<file path="src/rtl/div_pipe_arb_if.sv">
// Request/response bundle between requesters and the shared divider arbiter.
// Operand buses are flattened: requester i occupies bits [i*DATA_W +: DATA_W].
interface div_pipe_arb_if #(
  parameter int DATA_W = 32,
  parameter int N_REQ  = 4
);
  logic [N_REQ-1:0]        req_valid;
  logic [N_REQ-1:0]        req_ready;
  logic [N_REQ*DATA_W-1:0] req_dividend;
  logic [N_REQ*DATA_W-1:0] req_divisor;
  logic [N_REQ-1:0]        rsp_valid;
  logic [DATA_W-1:0]       rsp_quotient;
  logic [DATA_W-1:0]       rsp_remainder;
  logic                    rsp_div0;
  logic                    busy;

  modport master (
    output req_valid, req_dividend, req_divisor,
    input  req_ready, rsp_valid, rsp_quotient, rsp_remainder, rsp_div0, busy
  );

  modport slave (
    input  req_valid, req_dividend, req_divisor,
    output req_ready, rsp_valid, rsp_quotient, rsp_remainder, rsp_div0, busy
  );
endinterface

</file>
<file path="src/rtl/div_pipe_arb.sv">
// Round-robin arbiter sharing one fully pipelined unsigned divider among N_REQ requesters.
// One accept per cycle; result pulses back to its owner L+2 edges after capture, no backpressure.

// Restoring divider, OPERS_PER_STAGE quotient bits per stage; no valid, no reset.
module div_pipe #(
  parameter int DATA_W          = 32,
  parameter int OPERS_PER_STAGE = 8
) (
  input  logic              clk,
  input  logic [DATA_W-1:0] dividend_i,
  input  logic [DATA_W-1:0] divisor_i,
  output logic [DATA_W-1:0] quotient_o,
  output logic [DATA_W-1:0] remainder_o
);
  localparam int L = DATA_W / OPERS_PER_STAGE;

  function automatic logic [2*DATA_W-1:0] step(input logic [DATA_W-1:0] rem_in,
                                                input logic [DATA_W-1:0] num_in,
                                                input logic [DATA_W-1:0] den);
    logic [DATA_W:0]   r;
    logic [DATA_W-1:0] n;
    r = {1'b0, rem_in};
    n = num_in;
    for (int j = 0; j < OPERS_PER_STAGE; j++) begin
      r = {r[DATA_W-1:0], n[DATA_W-1]};
      n = {n[DATA_W-2:0], 1'b0};
      if (r >= {1'b0, den}) begin
        r    = r - {1'b0, den};
        n[0] = 1'b1;
      end
    end
    return {r[DATA_W-1:0], n};
  endfunction

  for (genvar s = 0; s < L; s++) begin : g_stage
    logic [DATA_W-1:0] rem_in, num_in, den_in;
    logic [DATA_W-1:0] rem_q, num_q;

    if (s == 0) begin : g_first
      assign rem_in = '0;
      assign num_in = dividend_i;
      assign den_in = divisor_i;
    end else begin : g_rest
      assign rem_in = g_stage[s-1].rem_q;
      assign num_in = g_stage[s-1].num_q;
      assign den_in = g_stage[s-1].g_den.den_q;
    end

    always_ff @(posedge clk) begin
      {rem_q, num_q} <= step(rem_in, num_in, den_in);
    end

    // The last stage has no successor, so it does not carry the divisor.
    if (s < L-1) begin : g_den
      logic [DATA_W-1:0] den_q;
      always_ff @(posedge clk) den_q <= den_in;
    end
  end

  assign quotient_o  = g_stage[L-1].num_q;
  assign remainder_o = g_stage[L-1].rem_q;
endmodule

module div_pipe_arb #(
  parameter int DATA_W          = 32,
  parameter int OPERS_PER_STAGE = 8,
  parameter int N_REQ           = 4
) (
  input  logic          clk,
  input  logic          rst,
  div_pipe_arb_if.slave bus
);
  localparam int L    = DATA_W / OPERS_PER_STAGE;
  localparam int ID_W = (N_REQ > 2) ? $clog2(N_REQ) : 1;

  logic [ID_W-1:0]   ptr_q, ptr_d, gnt_id, idx;
  logic              gnt_any;
  logic [N_REQ-1:0]  grant;
  logic [DATA_W-1:0] sel_a, sel_b;

  logic              iss_v_q, iss_div0_q;
  logic [ID_W-1:0]   iss_id_q;
  logic [DATA_W-1:0] iss_a_q, iss_b_q;

  logic [L-1:0]      sp_v_q;
  logic              sp_div0_q [L];
  logic [ID_W-1:0]   sp_id_q   [L];
  logic [DATA_W-1:0] sp_a_q    [L];

  logic [DATA_W-1:0] dp_quo, dp_rem;
  logic [N_REQ-1:0]  rsp_valid_q, rsp_valid_d;
  logic [DATA_W-1:0] rsp_quo_q, rsp_quo_d, rsp_rem_q, rsp_rem_d;
  logic              rsp_div0_q, rsp_div0_d;

  // First valid requester at or after ptr wins; nobody is granted during reset.
  always_comb begin
    grant   = '0;
    gnt_any = 1'b0;
    gnt_id  = '0;
    idx     = '0;
    sel_a   = '0;
    sel_b   = '0;
    if (!rst) begin
      for (int k = 0; k < N_REQ; k++) begin
        idx = ID_W'((int'(ptr_q) + k) % N_REQ);
        if (!gnt_any && bus.req_valid[idx]) begin
          gnt_any = 1'b1;
          gnt_id  = idx;
        end
      end
    end
    if (gnt_any) grant[gnt_id] = 1'b1;
    for (int i = 0; i < N_REQ; i++) begin
      if (gnt_id == ID_W'(i)) begin
        sel_a = bus.req_dividend[i*DATA_W +: DATA_W];
        sel_b = bus.req_divisor[i*DATA_W +: DATA_W];
      end
    end
    ptr_d = gnt_any ? ID_W'((int'(gnt_id) + 1) % N_REQ) : ptr_q;
  end

  div_pipe #(.DATA_W(DATA_W), .OPERS_PER_STAGE(OPERS_PER_STAGE)) u_div (
    .clk         (clk),
    .dividend_i  (iss_a_q),
    .divisor_i   (iss_b_q),
    .quotient_o  (dp_quo),
    .remainder_o (dp_rem)
  );

  always_comb begin
    rsp_valid_d = sp_v_q[L-1] ? (N_REQ'(1) << sp_id_q[L-1]) : '0;
    rsp_quo_d   = sp_div0_q[L-1] ? '1 : dp_quo;
    rsp_rem_d   = sp_div0_q[L-1] ? sp_a_q[L-1] : dp_rem;
    rsp_div0_d  = sp_v_q[L-1] & sp_div0_q[L-1];
  end

  always_ff @(posedge clk) begin
    if (rst) begin
      ptr_q       <= '0;
      iss_v_q     <= 1'b0;
      sp_v_q      <= '0;
      rsp_valid_q <= '0;
      rsp_quo_q   <= '0;
      rsp_rem_q   <= '0;
      rsp_div0_q  <= 1'b0;
    end else begin
      ptr_q     <= ptr_d;
      iss_v_q   <= gnt_any;
      sp_v_q[0] <= iss_v_q;
      for (int k = 1; k < L; k++) sp_v_q[k] <= sp_v_q[k-1];
      rsp_valid_q <= rsp_valid_d;
      rsp_quo_q   <= rsp_quo_d;
      rsp_rem_q   <= rsp_rem_d;
      rsp_div0_q  <= rsp_div0_d;
    end
  end

  // Payload only matters where the matching valid bit is set, so it carries no reset.
  always_ff @(posedge clk) begin
    if (gnt_any) begin
      iss_id_q   <= gnt_id;
      iss_div0_q <= (sel_b == '0);
      iss_a_q    <= sel_a;
      iss_b_q    <= sel_b;
    end
    sp_id_q[0]   <= iss_id_q;
    sp_div0_q[0] <= iss_div0_q;
    sp_a_q[0]    <= iss_a_q;
    for (int k = 1; k < L; k++) begin
      sp_id_q[k]   <= sp_id_q[k-1];
      sp_div0_q[k] <= sp_div0_q[k-1];
      sp_a_q[k]    <= sp_a_q[k-1];
    end
  end

  assign bus.req_ready     = grant;
  assign bus.rsp_valid     = rsp_valid_q;
  assign bus.rsp_quotient  = rsp_quo_q;
  assign bus.rsp_remainder = rsp_rem_q;
  assign bus.rsp_div0      = rsp_div0_q;
  assign bus.busy          = iss_v_q | (|sp_v_q) | (|rsp_valid_q);
endmodule

</file>
<file path="src/flat_wrapper.sv">
// flat-port wrapper written by rule: the top's interface ports become plain ports
module div_pipe_arb_flat 
#(
  parameter int DATA_W          = 32,
  parameter int OPERS_PER_STAGE = 8,
  parameter int N_REQ           = 4
)
  (clk, rst, bus_req_valid, bus_req_dividend, bus_req_divisor, bus_req_ready, bus_rsp_valid, bus_rsp_quotient, bus_rsp_remainder, bus_rsp_div0, bus_busy);
  div_pipe_arb_if #(.DATA_W(DATA_W), .N_REQ(N_REQ)) bus_i ();
  input  logic clk;
  input  logic rst;
  input wire logic [$bits(bus_i.req_valid)-1:0] bus_req_valid;
  input wire logic [$bits(bus_i.req_dividend)-1:0] bus_req_dividend;
  input wire logic [$bits(bus_i.req_divisor)-1:0] bus_req_divisor;
  output wire logic [$bits(bus_i.req_ready)-1:0] bus_req_ready;
  output wire logic [$bits(bus_i.rsp_valid)-1:0] bus_rsp_valid;
  output wire logic [$bits(bus_i.rsp_quotient)-1:0] bus_rsp_quotient;
  output wire logic [$bits(bus_i.rsp_remainder)-1:0] bus_rsp_remainder;
  output wire logic [$bits(bus_i.rsp_div0)-1:0] bus_rsp_div0;
  output wire logic [$bits(bus_i.busy)-1:0] bus_busy;
  assign bus_i.req_valid = bus_req_valid;
  assign bus_i.req_dividend = bus_req_dividend;
  assign bus_i.req_divisor = bus_req_divisor;
  assign bus_req_ready = bus_i.req_ready;
  assign bus_rsp_valid = bus_i.rsp_valid;
  assign bus_rsp_quotient = bus_i.rsp_quotient;
  assign bus_rsp_remainder = bus_i.rsp_remainder;
  assign bus_rsp_div0 = bus_i.rsp_div0;
  assign bus_busy = bus_i.busy;
  div_pipe_arb #(.DATA_W(DATA_W), .OPERS_PER_STAGE(OPERS_PER_STAGE), .N_REQ(N_REQ)) u_core (.clk(clk), .rst(rst), .bus(bus_i));
endmodule
</file>
<file path="config.mk">
export PLATFORM = sky130hd
export DESIGN_NAME = div_pipe_arb_flat
export DESIGN_NICKNAME = d
export VERILOG_FILES = /design/src/rtl/div_pipe_arb_if.sv /design/src/rtl/div_pipe_arb.sv /design/src/flat_wrapper.sv
export SDC_FILE = /design/constraint.sdc
export NUM_CORES = 2
export LEC_CHECK = 0
export ABC_AREA = 1
export BUFFER_PORTS_ARGS = -buffer_cell sky130_fd_sc_hd__buf_2
export CORE_MARGIN = 1
export CORE_UTILIZATION = 50
export DETAILED_ROUTE_END_ITERATION = 16
export MAX_ROUTING_LAYER = met4
export PLACE_DENSITY = 0.69
export SETUP_SLACK_MARGIN = 0.5
export SLEW_MARGIN = 0
export SYNTH_ARGS = -nofsm -noshare
export SYNTH_HDL_FRONTEND = slang
export SYNTH_SLANG_ARGS = --single-unit
</file>
<file path="constraint.sdc">
create_clock -name clk -period 50.5 [get_ports clk]
set_input_delay 10.1 -clock clk [delete_from_list [all_inputs] [get_ports clk]]
set_output_delay 10.1 -clock clk [all_outputs]
set_load 0.02 [all_outputs]
</file>
==> impl_metrics.ini <==
[global_route]
track_usage = 0.435
grt-ovfl-total = 0
antenna_found_initial = 12
grt_pass1_wl_mm = 513
grt_max_degree = 66
grt_pass1_vias = 84100

[setup_path]
required_ps = 51070
r2r_start = u_core.u_div.g_stage[0].g_den.den_q[1]
slowest_delay_ps = 920
regToRegEndpoint = u_core.u_div.g_stage[1].rem_q[2]
cp.arrival_ps = 29760
r2r_slack_ps = 21300
r2r_cells = 126
path_common_cell = nand2_1
end_kind = register
start_kind = register
slowest_stage = dfxtp_1
critPathKind = register to register
cp_max_fo = 44

[floorplanning]
pin_count = 336
start_util = 0.505
dieArea_um2 = 160000
die_h_um = 400
design.core.area_um2 = 157000
die_x_um = 400
rows = 145

[clock_network]
cts_buffer_depth = 3
cts_hold_buf = 0
cts_resized = 0
clk_latency_ps = 740
post-cts-setup-buffers = 0
cts_root_buffer = clkbuf_16
path_clk_slew_ps = 70
cts_tree = done
cts_max_level = 3
cts_inserted_buffers = 71
clock-sinks = 587

[logic_synthesis]
synth.distinct_cells = 70
synth-main-ff-cell = dfxtp_1
synth-seq-cells = 587
synthArstFlopShare = 0
yosys-top-cells-count = nand2_1 (3,705), inv_1 (1,378), a21oi_1 (1,110)
synth_area_leaders = nand2_1 (18%), ha_1 (16%), dfxtp_1 (13%)
syn_area_per_cell_um2 = 6.22
ys_warn_count = 0
synth_edf_count = 67
synth_top_cell_by_area = nand2_1
synth.most_common_cell = nand2_1
syn_inst = 12700
syn_nets = 14000
netlist_area_um2 = 79000
yosys.area.top_type_share = 0.176
ys_seq_area_frac = 0.157

[timing]
setup_violations = 0
drv_slew = 0
setup_slack_ps = 21300
fin_crit_ps = 29200
clock.fmax_mhz = 34.2
slew_headroom = 0.0356
period_share = 0.578
tns_ps = 0
hold_viol_final = 0
rsz0062_at_grt = false
tightest_slew_ps = 1430
fin_skew_ps = 67.4

[finish]
fin_nets = 14300
final_area_um2 = 85400
area_growth_pct = 8.02
layout-drive-gt1-share = 0.0585

[placed_design]
dpl_cell_area_um2 = 83000
port_buffers = 335
dp_slack_ps = 21490
dpl.hpwl_mm = 283
finalWeightedCongestion = 1.14

[hold_path]
min_to = u_core.sp_a_q[3][24]
hp-start = u_core.sp_a_q[2][24]
hp-class = register to register
whs_path_depth = 0

[detailed_routing]
vias = 91000
ant_nets = 0
post_drt_wl_per_cell_um = 23.3
drc_errors = 0
vias_per_cell = 6.03
drt_pass1_iterations = 9
drtIter0Drc = 10200
drt-total-wl_mm = 351

[outcome]
outcome = complete, no violations

[flow_run]
maxCapViolations = 0
per-layer routing:
metal,GRT usage,vias to the layer above,wire [µm]
met1,0.536,42000,142000
met2,0.645,4944,146000
li1,-,43000,-
met4,0.259,0,25100
met5,-,-,0
met3,0.0967,1081,37700
per-stage QoR:
step            util  std cells  hold slack (ps)
6_report       0.545      15100              286
3_3_place_gp   0.530      15000              310
5_1_grt        0.545      15100              305
4_1_cts        0.545      15100              292
2_1_floorplan      -      12700              310
3_5_place_dp   0.530      15000              312
registers in the layout, indices dropped and copies added, names as in the netlist, 48 cells and up:
| register | flops |
|---|---|
| u_core.sp_a_q | 128 |
| u_core.u_div.g_stage.g_den.den_q | 96 |
| u_core.u_div.g_stage.num_q | 48 |
| u_core.u_div.g_stage.rem_q | 96 |
cell families (layout without fill, tap and decap cells):
logic type	after synthesis	after routing	synth area share
AND/OR/NAND/NOR	5903	5903	0.309
multiplexers	4	4	0.000507
buffers and inverters	1665	1987	0.0828
other	0	7	0
adder cells (fa/ha/maj)	1029	1029	0.166
flip-flops	587	587	0.157
AO/OA/AOI/OAI	2675	2675	0.191
XOR/XNOR	848	848	0.0940
layout by cell type (no fill, tap or decap), drive strengths merged, types with 23 or more instances in the layout:
cell type | synthesis | layout
nand2 | 3728 | 3728
o211ai | 41 | 41
a21boi | 57 | 57
clkbuf | 101 | 84
buf | 163 | 455
clkinv | 0 | 23
fa | 31 | 31
a21oi | 1114 | 1114
a221oi | 95 | 95
ha | 998 | 998
o21a | 51 | 51
o31ai | 81 | 81
nand3 | 694 | 694
a31oi | 62 | 62
nand4 | 107 | 107
nor3 | 108 | 108
nand3b | 26 | 26
inv | 1401 | 1417
nor4 | 84 | 84
nor2 | 1091 | 1091
edfxtp | 67 | 67
or2 | 42 | 42
o21ai | 951 | 951
o21bai | 75 | 75
xnor2 | 425 | 425
dfxtp | 520 | 520
a21o | 79 | 79
xor2 | 423 | 423
critical path, delay by kind of cell (launching register included):
kind,cells,cell delay [ps]
simple gates,68,10530
buf+inv,12,3650
compound gates,38,10440
fa+ha+maj,8,3330
flops,1,920
worst max path at each step:
stage,from,to,cells after the start
floorplan,bus_req_valid[0],bus_req_ready[1],19
global placement,u_core.u_div.g_stage[0].g_den.den_q[1],u_core.u_div.g_stage[1].rem_q[23],127
detailed placement,u_core.u_div.g_stage[0].g_den.den_q[1],u_core.u_div.g_stage[1].rem_q[2],126
CTS,u_core.u_div.g_stage[0].g_den.den_q[1],u_core.u_div.g_stage[1].rem_q[2],126
global route,u_core.u_div.g_stage[0].g_den.den_q[1],u_core.u_div.g_stage[1].rem_q[31],126
finish,u_core.u_div.g_stage[0].g_den.den_q[1],u_core.u_div.g_stage[1].rem_q[2],126
cell type report:
type	instances	area, µm²
Antenna cell	7	17.5
Clock buffer	84	1950
Clock inverter	47	443
Fill cell	16000	71200
Inverter	1401	5260
Multi-Input combinational cell	10500	60100
Sequential cell	587	12400
Tap cell	2058	2570
Timing Repair Buffer	455	2580
Power is not shown: default switching activity piles up to over one toggle a cycle in this logic, so the estimate is an artifact.
